`src/rtl/reg_bus_sequencer.sv`:
```
// Shared-bus register transfer sequencer: round-robin grant, then DRIVE/LOAD/DONE.
// Optional BUS_CHECK_EN adds err output and a short-cut for degenerate transfers.
//
// Ports:
//   CLK        clock, rising edge
//   CLR        synchronous active-high reset
//   req_valid  per-requester request
//   req_src    packed source indices, slice r for requester r
//   req_dst    packed destination indices, slice r for requester r
//   req_ready  one-hot accept, IDLE only
//   oe_n       active-low output enable per register
//   ld_n       active-low load enable per register
//   busy       high outside IDLE
//   done       one-cycle completion pulse
//   done_id    requester index of the completed transfer
//   err        (BUS_CHECK_EN only) degenerate transfer flag, valid with done
module reg_bus_sequencer #(
    parameter int NUM_REGS = 4,
    parameter int NUM_REQ  = 2,
    parameter int IDX_W    = 2,
    parameter int REQ_W    = 1
) (
    input  logic                     CLK,
    input  logic                     CLR,
    input  logic [NUM_REQ-1:0]       req_valid,
    input  logic [NUM_REQ*IDX_W-1:0] req_src,
    input  logic [NUM_REQ*IDX_W-1:0] req_dst,
    output logic [NUM_REQ-1:0]       req_ready,
    output logic [NUM_REGS-1:0]      oe_n,
    output logic [NUM_REGS-1:0]      ld_n,
    output logic                     busy,
    output logic                     done,
    output logic [REQ_W-1:0]         done_id
`ifdef BUS_CHECK_EN
    ,
    output logic                     err
`endif
);

    typedef enum logic [1:0] {
        S_IDLE,
        S_DRIVE,
        S_LOAD,
        S_DONE
    } state_t;

    state_t           r_state;
    state_t           w_next;
    logic [IDX_W-1:0] r_src;
    logic [IDX_W-1:0] r_dst;
    logic [REQ_W-1:0] r_gid;
    logic [REQ_W-1:0] r_ptr;

    logic             w_found;
    logic [REQ_W-1:0] w_gnt;
    logic [IDX_W-1:0] w_gsrc;
    logic [IDX_W-1:0] w_gdst;
    logic             w_accept;
    logic             w_bad;

`ifdef BUS_CHECK_EN
    logic             r_bad;
`endif

    // Round-robin search starting at the pointer, wrapping past NUM_REQ-1.
    always_comb begin
        int j;
        w_found = 1'b0;
        w_gnt   = '0;
        j       = 0;
        for (int k = 0; k < NUM_REQ; k++) begin
            j = int'(r_ptr) + k;
            if (j >= NUM_REQ) begin
                j = j - NUM_REQ;
            end
            if (!w_found && req_valid[j]) begin
                w_found = 1'b1;
                w_gnt   = REQ_W'(j);
            end
        end
    end

    assign w_gsrc = req_src[int'(w_gnt)*IDX_W +: IDX_W];
    assign w_gdst = req_dst[int'(w_gnt)*IDX_W +: IDX_W];

    // No command is taken while CLR is high, so ready is withheld too.
    assign w_accept = (r_state == S_IDLE) && w_found && !CLR;

`ifdef BUS_CHECK_EN
    assign w_bad = (w_gsrc == w_gdst)
                || (int'(w_gsrc) >= NUM_REGS)
                || (int'(w_gdst) >= NUM_REGS);
`else
    assign w_bad = 1'b0;
`endif

    always_comb begin
        w_next = r_state;
        unique case (r_state)
            S_IDLE: begin
                if (w_accept) begin
                    w_next = w_bad ? S_DONE : S_DRIVE;
                end
            end
            S_DRIVE: w_next = S_LOAD;
            S_LOAD:  w_next = S_DONE;
            S_DONE:  w_next = S_IDLE;
            default: w_next = S_IDLE;
        endcase
    end

    always_ff @(posedge CLK) begin
        if (CLR) begin
            r_state <= S_IDLE;
            r_src   <= '0;
            r_dst   <= '0;
            r_gid   <= '0;
            r_ptr   <= '0;
`ifdef BUS_CHECK_EN
            r_bad   <= 1'b0;
`endif
        end else begin
            r_state <= w_next;
            if (w_accept) begin
                r_src <= w_gsrc;
                r_dst <= w_gdst;
                r_gid <= w_gnt;
`ifdef BUS_CHECK_EN
                r_bad <= w_bad;
`endif
                if (int'(w_gnt) == NUM_REQ - 1) begin
                    r_ptr <= '0;
                end else begin
                    r_ptr <= w_gnt + 1'b1;
                end
            end
        end
    end

    // Enables come only from state and the latched command.
    // ld_n is also held off while CLR is high so the reset edge never loads.
    always_comb begin
        oe_n = '1;
        ld_n = '1;
        for (int i = 0; i < NUM_REGS; i++) begin
            if (((r_state == S_DRIVE) || (r_state == S_LOAD))
                && (r_src == IDX_W'(i))) begin
                oe_n[i] = 1'b0;
            end
            if ((r_state == S_LOAD) && !CLR && (r_dst == IDX_W'(i))) begin
                ld_n[i] = 1'b0;
            end
        end
    end

    assign req_ready = w_accept ? (NUM_REQ'(1) << w_gnt) : '0;
    assign busy      = (r_state != S_IDLE);
    assign done      = (r_state == S_DONE);
    assign done_id   = done ? r_gid : '0;

`ifdef BUS_CHECK_EN
    assign err = done && r_bad;
`endif

endmodule

```
`config.mk`:
```
export PLATFORM = sky130hd
export DESIGN_NAME = reg_bus_sequencer
export DESIGN_NICKNAME = d
export VERILOG_FILES = /design/src/rtl/reg_bus_sequencer.sv
export SDC_FILE = /design/constraint.sdc
export NUM_CORES = 1
export LEC_CHECK = 0
export CORE_MARGIN = 2
export CORE_UTILIZATION = 38
export DETAILED_ROUTE_END_ITERATION = 8
export PLACE_DENSITY_LB_ADDON = 0.25
export SYNTH_ARGS = -nofsm -noshare
export SYNTH_HDL_FRONTEND = slang
export SYNTH_SLANG_ARGS = --single-unit
```
`constraint.sdc`:
```
create_clock -name CLK -period 2.02 [get_ports CLK]
set_clock_uncertainty 0.15 [all_clocks]
set_input_delay 0.404 -clock CLK [delete_from_list [all_inputs] [get_ports CLK]]
set_output_delay 0.404 -clock CLK [all_outputs]
set_load 0.02 [all_outputs]
```
==> flow_metrics.env <==
export IMPL_setup_violations_final=0
export IMPL_synth_edff_count=0
export IMPL_dp_cells=117
export IMPL_fin_crit_sh_pct=99.1
export IMPL_synth_fa_ha_area_share_pct=9.52
export IMPL_grt_use_total_pct=21.7
export IMPL_fin_crit_ns=2.00
export IMPL_viasPerCell=5.25
export IMPL_start_util_pct=40.4
export IMPL_ys_seq_elements=8
export IMPL_syn_num_nets=81
export IMPL_tns_ns=0
export IMPL_required_ns=1.47
export IMPL_ys_async_sr_fraction_pct=0
export IMPL_hold_viol=0
export IMPL_pin_count=25
export IMPL_path_class="flop to primary output"
export IMPL_cts_max_path_buffers=2
export IMPL_drc=0
export IMPL_fp_dieH_um=41.2
export IMPL_post_drt_wl_per_cell_um=13.2
export IMPL_yosys_warnings=0
export IMPL_rows=13
export IMPL_drive_above_1_share_pct=36.8
export IMPL_route_vias_total=635
export IMPL_synth_area_um2=526
export IMPL_worstSetupStartpointType="flop"
export IMPL_synth_compound_area_share_pct=15.2
export IMPL_postSynthCellCount=65
export IMPL_cp_max_fo=3
export IMPL_nNetsFinal=124
export IMPL_firstDrtPassIters=4
export IMPL_max_cap_viol_count=0
export IMPL_htreeDepth=1
export IMPL_antenna_cells=0
export IMPL_register_area_um2=163
export IMPL_die_x_um=41.2
export IMPL_clk_pin_slew_ns=0.05
export IMPL_post_route_util_pct=72.6
export IMPL_grt_pass1_wl_mm=2.32
export IMPL_cts_hold_fix_buffers=0
export IMPL_synth_top_area_share_pct=30.5
export IMPL_grt_max_degree=9
export IMPL_ant_nets=0
export IMPL_status="completed"
export IMPL_cts_made_buffers=3
export IMPL_fill_cells=117
export IMPL_synth_top_family_by_area="simple AND/OR/NAND/NOR gates"
export IMPL_rsz0062_at_grt="yes"
export IMPL_cts_tree="done"
export IMPL_max_freq_mhz=499
export IMPL_core_area_mm2=0.00130
export IMPL_synth_top_area_cell="dfxtp_1"
export IMPL_clock_sinks=8
export IMPL_synth_area_per_cell_um2=8.08
export IMPL_grt_antenna_before_repair=0
export IMPL_finalNonFillerCells=121
export IMPL_yosys_area_share_simple_pct=36.9
export IMPL_cp_data_arrival_time_ns=1.45
export IMPL_yosysSeqAreaShare_pct=30.5
export IMPL_hold_class="flop to flop"
export IMPL_dieArea_mm2=0.00170
export IMPL_worst_pin_slew_ns=0.205
export IMPL_gp_congestion=0.764
export IMPL_drt_iter0_markers=13
export IMPL_p_leak_nw=0.421
export IMPL_synth_cell_type_count=24
export IMPL_synthXorXnorAreaFrac_pct=0
export IMPL_cts_root_buf="clkbuf_4"
export IMPL_yosys_top_cells_area="dfxtp_1, ha_1, nand4_1, nor2_1, a31oi_1"
export IMPL_multi_input_area_um2=374
export IMPL_grt_pass1_vias=530
export IMPL_finalWirelength_mm=1.60
export IMPL_clk_latency_ns=0.26
export IMPL_port_buffers=24
export IMPL_synth_mux_area_share_pct=1.90
export IMPL_crit_path_end_kind="primary output"
export IMPL_maxSlewViolCount=0
export IMPL_p_per_area_mw_per_mm2=1160
export IMPL_syn_to_final_growth_pct=79.8
export IMPL_grt_overflow=0
export IMPL_slew_headroom_pct=86.2
export IMPL_peakVddDrop_v=0.000617
export IMPL_mostFrequentLayoutCell="buf_4"
export IMPL_layout_cells_most_common_list="buf_4, clkdlybuf4s50_1, nor2_1, dlygate4sd2_1, dfxtp_1"
export IMPL_synth_flop_cell="dfxtp_1"
## critical path, cell delays in order (launching register included)
cell and delay (ns):
dfxtp_2 0.32, inv_2 0.08, buf_6 0.11, ha_4 0.13
nand2b_4 0.06, or3_4 0.36, buf_6 0.14
## stage by stage
stage                     area, µm²  hold WS [ns]  worst slack, ns  total power [mW]
after global routing            945         0.362          -0.0265              1.18
after detailed placement        881         0.314           -0.454             0.874
after global placement          881         0.311           -0.443             0.855
final                           945         0.323           0.0173              1.10
after CTS                       895         0.328           -0.112              1.00
after floorplan                 526         0.302            0.218             0.560
## report_power, final
part	internal, mW	leakage, nW	switching (mW)
sequential	0.205	0.0663	0.0352
clock	0.0679	0.0138	0.0529
combinational	0.404	0.341	0.334
## cell families after synthesis
group | after synthesis
buffers and inverters | 6
flip-flops | 8
AO/OA/AOI/OAI | 12
multiplexers | 1
AND/OR/NAND/NOR | 34
adder cells (fa/ha/maj) | 4
## path summary, 6_finish.rpt
| kind | start | slack (ns) | end | depth (start not counted) |
|---|---|---|---|---|
| max | r_state[0]$_SDFFE_PP0P_ | 0.02 | ld_n[0] | 6 |
| min | r_gid$_SDFFE_PP0P_ | 0.32 | r_gid$_SDFFE_PP0P_ | 1 |
| max reg2reg | r_state[1]$_SDFFE_PP0P_ | 0.49 | r_state[1]$_SDFFE_PP0P_ | 6 |
| min reg2reg | r_gid$_SDFFE_PP0P_ | 0.32 | r_gid$_SDFFE_PP0P_ | 1 |
## area by class of cell
type	instances	area share, %
timing repair buffer	40	37.2
inverter	4	1.59
sequential	8	17.2
multi-input combinational	51	39.6
tap	15	1.99
clock buffer	3	2.38
## metal layers
metal / vias to the layer above / share of wire (%) / track usage, %
met5: - / 0 / 0
met4: 0 / 0.50 / 4.84
li1: 317 / - / -
met3: 2 / 5.7 / 8.15
met1: 292 / 43 / 25.9
met2: 24 / 51 / 36.7
## synthesized netlist by cell type (2+ instances only)
cell	n
nand2b_1	3
nand2_1	4
nand4_1	5
ha_1	4
o21ai_0	5
nand3_1	5
and2_1	2
nand3b_1	2
dfxtp_1	8
inv_1	4
a31oi_1	4
nor2_1	7
## flip-flops by register name, summed over array words and instances, names as in the netlist
| register | count |
|---|---|
| r_gid | 1 |
| r_src | 2 |
| r_dst | 2 |
| r_state | 2 |
| r_ptr | 1 |
## repair_timing
action | in CTS | in global routing
setup endpoints to repair | 13 | 5
gates resized for setup | 36 | 11
pin swaps | 0 | 3
setup buffers | 0 | 1
Note: power is estimated with default switching activity, not from simulation.
